===== config.mk =====
export PLATFORM = sky130hd
export DESIGN_NAME = prach_hb3_dmux
export DESIGN_NICKNAME = d
export VERILOG_FILES = /design/src/rtl/prach_hb3_dmux.sv
export SDC_FILE = /design/constraint.sdc
export NUM_CORES = 1
export LEC_CHECK = 0
export ABC_AREA = 1
export ABC_CLOCK_PERIOD_IN_PS = 2200
export CAP_MARGIN = 30
export CORE_ASPECT_RATIO = 1.1
export CORE_MARGIN = 2
export CORE_UTILIZATION = 57
export DETAILED_ROUTE_END_ITERATION = 7
export PLACE_DENSITY = 0.73
export SETUP_SLACK_MARGIN = 0.2
export SKIP_CTS_REPAIR_TIMING = 1
export SLEW_MARGIN = 5
export SYNTH_ARGS = -nofsm -noshare
export SYNTH_HDL_FRONTEND = slang
export SYNTH_SLANG_ARGS = --single-unit

===== constraint.sdc =====
create_clock -name clk -period 2.2 [get_ports clk]
set_input_delay 0.44 -clock clk [delete_from_list [all_inputs] [get_ports clk]]
set_output_delay 0.44 -clock clk [all_outputs]
set_load 0.02 [all_outputs]

===== src/rtl/prach_hb3_dmux.sv =====
`default_nettype none
// ============================================================================
// Module   : prach_hb3_dmux
// Brief    : Per-channel polyphase pair splitter feeding the PRACH third
//            half-band decimator. Optional macro PRACH_HB3_DMUX_DROP_UNUSED_EN
//            drops channel addresses at or above NumChannelUsed.
// Revision : 1.0  initial release
// ============================================================================
module prach_hb3_dmux #(
  parameter int NumChannel     = 64,
  parameter int NumChannelUsed = 48
) (
  input  logic        clk,
  input  logic        rst_n,
  input  logic [15:0] din_dq,
  input  logic        din_dv,
  input  logic [7:0]  din_chn,
  input  logic        sync_in,
  output logic [15:0] dout_dp1,
  output logic [15:0] dout_dp2,
  output logic        dout_dv,
  output logic [7:0]  dout_chn,
  output logic        sync_out
);

  logic [NumChannel-1:0] phase;
  logic [NumChannel-1:0] phase_nxt;
  logic [15:0]           store [NumChannel];
  logic                  sync_pend;

  logic [5:0]  addr;
  logic        in_range;
  logic        accept;
  logic        cur_phase;
  logic        emit;
  logic        store_wr;

  logic        s1_valid;
  logic        s1_sync;
  logic [15:0] s1_dp1;
  logic [15:0] s1_dp2;
  logic [7:0]  s1_chn;

  assign addr = din_chn[5:0];

`ifdef PRACH_HB3_DMUX_DROP_UNUSED_EN
  localparam logic [7:0] UsedLimit = 8'(NumChannelUsed);
  assign in_range = (din_chn[7:6] == 2'b00) && (din_chn < UsedLimit);
`else
  assign in_range = (din_chn[7:6] == 2'b00);
`endif

  // A coincident sync forces the beat to phase 0 before classification.
  assign accept    = din_dv & in_range;
  assign cur_phase = sync_in ? 1'b0 : phase[addr];
  assign emit      = accept & cur_phase;
  assign store_wr  = accept & ~cur_phase;

  always_comb begin
    phase_nxt = sync_in ? '0 : phase;
    if (accept) begin
      phase_nxt[addr] = ~cur_phase;
    end
  end

  // Sample store has no reset; a phase-0 write always precedes any read.
  always_ff @(posedge clk) begin
    if (store_wr) begin
      store[addr] <= din_dq;
    end
  end

  // Combinational read into the capture register, so a write in the previous
  // cycle is already visible to a back-to-back phase-1 beat.
  always_ff @(posedge clk or negedge rst_n) begin
    if (!rst_n) begin
      phase     <= '0;
      sync_pend <= 1'b0;
      s1_valid  <= 1'b0;
      s1_sync   <= 1'b0;
      s1_dp1    <= '0;
      s1_dp2    <= '0;
      s1_chn    <= '0;
    end else begin
      phase    <= phase_nxt;
      s1_valid <= emit;
      if (sync_in) begin
        sync_pend <= 1'b1;
      end else if (emit) begin
        sync_pend <= 1'b0;
      end
      if (emit) begin
        s1_dp1  <= din_dq;
        s1_dp2  <= store[addr];
        s1_chn  <= din_chn;
        s1_sync <= sync_pend;
      end
    end
  end

  always_ff @(posedge clk or negedge rst_n) begin
    if (!rst_n) begin
      dout_dp1 <= '0;
      dout_dp2 <= '0;
      dout_dv  <= 1'b0;
      dout_chn <= '0;
      sync_out <= 1'b0;
    end else begin
      dout_dv  <= s1_valid;
      sync_out <= s1_valid & s1_sync;
      if (s1_valid) begin
        dout_dp1 <= s1_dp1;
        dout_dp2 <= s1_dp2;
        dout_chn <= s1_chn;
      end
    end
  end

endmodule
`default_nettype wire


-- Word-level counts from Yosys, hierarchy flattened
Memories as Yosys holds them, arrays and structs flattened. A register that Yosys moved wholly into a read port is not among the register bits.
Index checks and enable logic that the tools add are counted.
Widths: inputs -> output; s select.
- output and inout port bits: 42
- register bits: 133
- input bits: 28
- word-level logic and storage cells: 35
- memories kept: 1
- bits in writable memories: 1024
- memory list (memory ; depth ; width ; read ports ; clocked after memory_dff ; write ports ; RTL line ; RTL):
    store ; 64 ; 16 ; 1 ; 1 ; 1 ; 28 ; logic [15:0] store [NumChannel];
- bitwise operators: 5
- order comparisons: 2
- reduce and logical (&&, ||, !) cells: 4
- mux-type cells: 12
- operators by type and width (cell ; count):
    $mux 64 ; 2
    $bwmux 64 ; 1
    $lt 6x7->1 const B ; 1
    $mux 1 ; 7
    $bmux 1 s6 ; 1
    $demux 1 s6 ; 1
    $ge 6x1->1 const B ; 1
    $and 1x1->1 ; 4
    $logic_not 2->1 ; 1
    $reduce_bool 2->1 ; 1
    $logic_and 1x1->1 ; 1
    $logic_not 1->1 ; 1
    $not 1->1 ; 1

-- Logic depth before layout (Yosys ltp)
Gate-level depths: netlist of the first run.
- depth after elaboration: 7
- depth in mapped cells: 17
- mapped depth without buffers: 14

-- Worst setup path after synthesis of the first run
No wires, ideal clock.
- path type: input -> register
- from: input din_chn[0]
- to: memory store[0][0], enable pin
- arrival: 2.048 ns
- buffers on the path: 2
- library setup time: 0.364 ns
- stages on the path: 12
- path slack: -0.212 ns
- cells stage by stage: buf_6 > or2_2 > nand3_1 > nand2_1 > o21ai_1 > nand2_1 > nor2_1 > nand2_4 > nand2_8 > buf_6 > nand3_1 > inv_1
- longest elaborated chain between the ends: 7
- RTL lines (element ; RTL line ; RTL):
    start: declaration ; 17 ; input logic [7:0] din_chn,
    $bmux 1 s6 ; 55 ; assign cur_phase = sync_in ? 1'b0 : phase[addr];
    $mux 1 (not written as such) ; 55 ;
    $mux 1 ; 55 ;
    $not 1->1 ; 57 ; assign store_wr = accept & ~cur_phase;
    $and 1x1->1 ; 57 ;
    $mux 1 ; 68 ; if (store_wr) begin
    $mux 1 (not written as such) ; 69 ; store[addr] <= din_dq;
    end: declaration ; 28 ;
Parallel ways exist; a longest one is shown, timed or not. The select of a mux whose other input is x is not followed.

-- Worst setup path in the final report of the first run
- from: register phase[26]
- to: memory store[14][14], enable pin
- longest elaborated chain between the ends: 7
- RTL lines (element ; RTL line ; RTL):
    start: declaration ; 26 ; logic [NumChannel-1:0] phase;
    start signal: assignment ; 85 ; phase <= phase_nxt;
    $bmux 1 s6 ; 55 ;
    $mux 1 (not written as such) ; 55 ;
    $mux 1 ; 55 ;
    $not 1->1 ; 57 ;
    $and 1x1->1 ; 57 ;
    $mux 1 ; 68 ;
    $mux 1 (not written as such) ; 69 ;
Every way passes these cells. The select of a mux whose other input is x is not followed.

==> key figures, run 1 <==
Run status
  – Status: complete, but fails checks
  – Failing checks: design-rule violations, negative setup slack

Pwr
  – Pwr/cell area: 810.9 nW/um^2
  – Power Total: 48.29 mW
  – Leakage: 25.67 nW
  – Peak VDD IR: 0.0006514 V

GRT
  – Number of global-route vias before repair: 34580
  – First-pass GRT wire length: 205.0 mm
  – Gr usage total: 0.3037
  – Largest net degree at the start of global routing: 84
  – Initial antenna violation count: 1
  – GRT overflow: 0

Worst setup path
  – Crit. Startpoint: phase[26]
  – CP Cell Sequence: o211ai_1, nand2_2, o21ai_2, buf_4, nand2_4, nor2_4, nand2_4, nand2_8, buf_8, buf_12, nand3_4, clkinvlp_4, clkbuf_16
  – FF-to-FF setup slack: -0.16 ns
  – CP arrival: 2.77 ns
  – R2R Path End: store[14][14]
  – Setup CP Type: reg -> reg
  – CP Launch Type: flip-flop
  – CP peak stage delay: 0.39 ns
  – FF-to-FF Start: phase[26]
  – Crit end category: flip-flop
  – CP required: 2.61 ns
  – Crit-path slowest cell: dfrtp_1
  – Worst r2r path cells: 13
  – Critical path peak fanout: 8
  – Most frequent CP cell: nand2_4

Synthesis
  – Yosys warning total: 0
  – Yosys cell types: 29
  – Mapped Cells: 5054
  – Cell area after synthesis: 50070 um^2
  – Mapped Avg Cell Area: 9.908 um^2
  – Syn Nets: 5082
  – Seq/Total Area, Yosys: 0.6885
  – #FFs+latches synth: 1173

Finish
  – Finished Layout Cells: 6564
  – Ant diodes: 0
  – Fill count: 6319
  – Layout cells sized above 1: 0.1308
  – Leading cell type in the layout, fill and taps excluded: nand2_1
  – Final instance area: 59550 um^2
  – Synth-to-layout area growth: 18.92%
  – FF/Latch Area: 34480 um^2
  – Multi-input gate area: 14220 um^2
  – Final Net Count: 5334
  – Most frequent cells in the layout: nand2_1, edfxtp_1, buf_4, dfrtp_1, clkbuf_16

Timing
  – Fmax: 423.4 MHz
  – Final period utilization: 1.074
  – Final setup vio count: 1026
  – Slew margin rel.: 0.5012
  – Min cycle time layout: 2.362 ns
  – Worst-Margin Slew: 0.7482 ns
  – Final Max Slew Viols: 0
  – Final hold slack: 0.2499 ns
  – Final hold violation count: 0
  – Unrepaired setup endpoints after global routing: true
  – Setup ws final: -0.1619 ns
  – Layout Skew: 0.02028 ns

Floorplan
  – Area of the core: 87440 um^2
  – Die Y-Extent: 314.9 um
  – Starting Density: 0.5727
  – Die boundary width: 286.6 um
  – Rows: 114
  – # IOs: 70
  – Die Footprint: 90240 um^2

Detailed routing
  – DRT iter0 DRCs: 4521
  – Pre-antenna DRT Iters: 8
  – Vias: 36240
  – Vias/cell: 5.522
  – Total Routed Length: 138.8 mm
  – Residual DRC count: 1
  – Post-DRT Antenna Nets: 0
  – Routed len/inst: 21.14 um

CTS
  – CTS tree: built
  – Worst-Skew Late Latency: 0.70 ns
  – CTS Buffer Depth: 3
  – Clk sinks: 1173
  – H-tree lvl count: 3
  – CTS clk-pin slew, worst paths: 0.06 ns
  – Clock Tree Root: clkbuf_16
  – CTS Buf Count: 113

Place
  – Placed cells: 6326
  – DP Area: 55090 um^2
  – Hpwl dp: 84.39 mm
  – Routability cong.: 0.9781
  – Port bufs: 69

Min path
  – Hold path cells: 1
  – Hold endpoint: store[57][9]
  – Tightest Hold Check Type: in -> reg
  – Hold Crit Start: din_dq[9]

Run
  – Max-cap violations: 0
[kinds of logic (layout without fill, tap and decap cells)]
group	after synthesis	count (layout)	share of synthesized area
buffers and inverters	373	723	0.03491
DFF	1173	1173	0.6885
and+or+nand+nor	3402	3402	0.2597
muxes	40	40	0.008995
AOI/OAI and AO/OA	66	66	0.007846
[layer usage]
metal	global-route usage	part of all wire
met1	0.4128	0.40
met2	0.4830	0.47
met3	0.05608	0.093
met4	0.1316	0.044
met5	0	0
[synthesized netlist by cell type (all sizes together)]
| cell type | number | area share |
|---|---|---|
| nand2 | 3210 | 0.24 |
| edfxtp | 1024 | 0.61 |
| buf | 176 | 0.020 |
| dfrtp | 149 | 0.074 |
| inv | 111 | 0.0084 |
| nor2 | 87 | 0.0068 |
| clkbuf | 84 | 0.0063 |
| nand3 | 49 | 0.0050 |
| o21ai | 41 | 0.0041 |
| mux2 | 40 | 0.0090 |
| nand4 | 39 | 0.0049 |
| o211ai | 25 | 0.0037 |
| nor3 | 10 | 0.0011 |
| or2 | 7 | 0.00087 |
| clkinv | 2 | 0.00015 |
[sequential cells by signal, indices dropped and copies added (netlist names)]
name / flops
s1_sync: 1
dout_chn: 8
dout_dp1: 16
sync_out: 1
phase: 64
s1_chn: 8
dout_dv: 1
store: 1024
dout_dp2: 16
s1_dp2: 16
s1_dp1: 16
s1_valid: 1
sync_pend: 1
[power by group]
part | leakage [nW] | switching, mW | total, mW | internal, mW
Combinational | 12.5 | 2.46 | 3.45 | 0.990
Sequential | 11.3 | 0.111 | 24.5 | 24.4
Clock | 1.90 | 8.31 | 20.4 | 12.1
Total | 25.7 | 10.9 | 48.3 | 37.4
[cell type report]
| type | instances | area share |
|---|---|---|
| multi-input combinational | 3508 | 0.2387 |
| sequential | 1173 | 0.5790 |
| inverter | 113 | 0.01139 |
| clock buffer | 141 | 0.05066 |
| tap | 1160 | 0.02437 |
| clock inverter | 72 | 0.01479 |
| timing repair buffer | 397 | 0.08106 |
[worst max-delay path, delay by kind of cell, from the launching register on]
family / cells / cell delay [ns]
buffers and inverters: 5 / 0.73
and+or+nand+nor: 6 / 0.53
DFF: 1 / 0.39
AOI/OAI and AO/OA: 2 / 0.38
[through the flow]
step	setup TNS, ns	util	worst slack, ns
after global routing	-191.74	0.6811	-0.2370
after floorplan	-41.51	-	-0.05062
final	-101.84	0.6811	-0.1619
after CTS	-191.92	0.6747	-0.2550
after global placement	-584.24	0.6301	-0.5932
after detailed placement	-612.37	0.6301	-0.6156
[worst max-delay path by stage]
stage	to	slack [ns]	cells past startpoint
after detailed placement	s1_dp2[3]	-0.62	18
after CTS	store[53][6]	-0.26	13
final	store[14][14]	-0.16	13
after floorplan	store[0][0]	-0.05	14
after global routing	store[28][4]	-0.24	15
after global placement	s1_dp2[3]	-0.59	18
Power figures use the tool's default switching activity.
==> inputs of run 2 (changes only) <==
--- a/config.mk
+++ b/config.mk
@@ -7,7 +7,6 @@
 export LEC_CHECK = 0
 export ABC_AREA = 1
 export ABC_CLOCK_PERIOD_IN_PS = 2200
-export CAP_MARGIN = 30
 export CORE_ASPECT_RATIO = 1.1
 export CORE_MARGIN = 2
 export CORE_UTILIZATION = 57
==> results of run 2 <==
Final layout, timing and power as in run 1 (identical DEF).
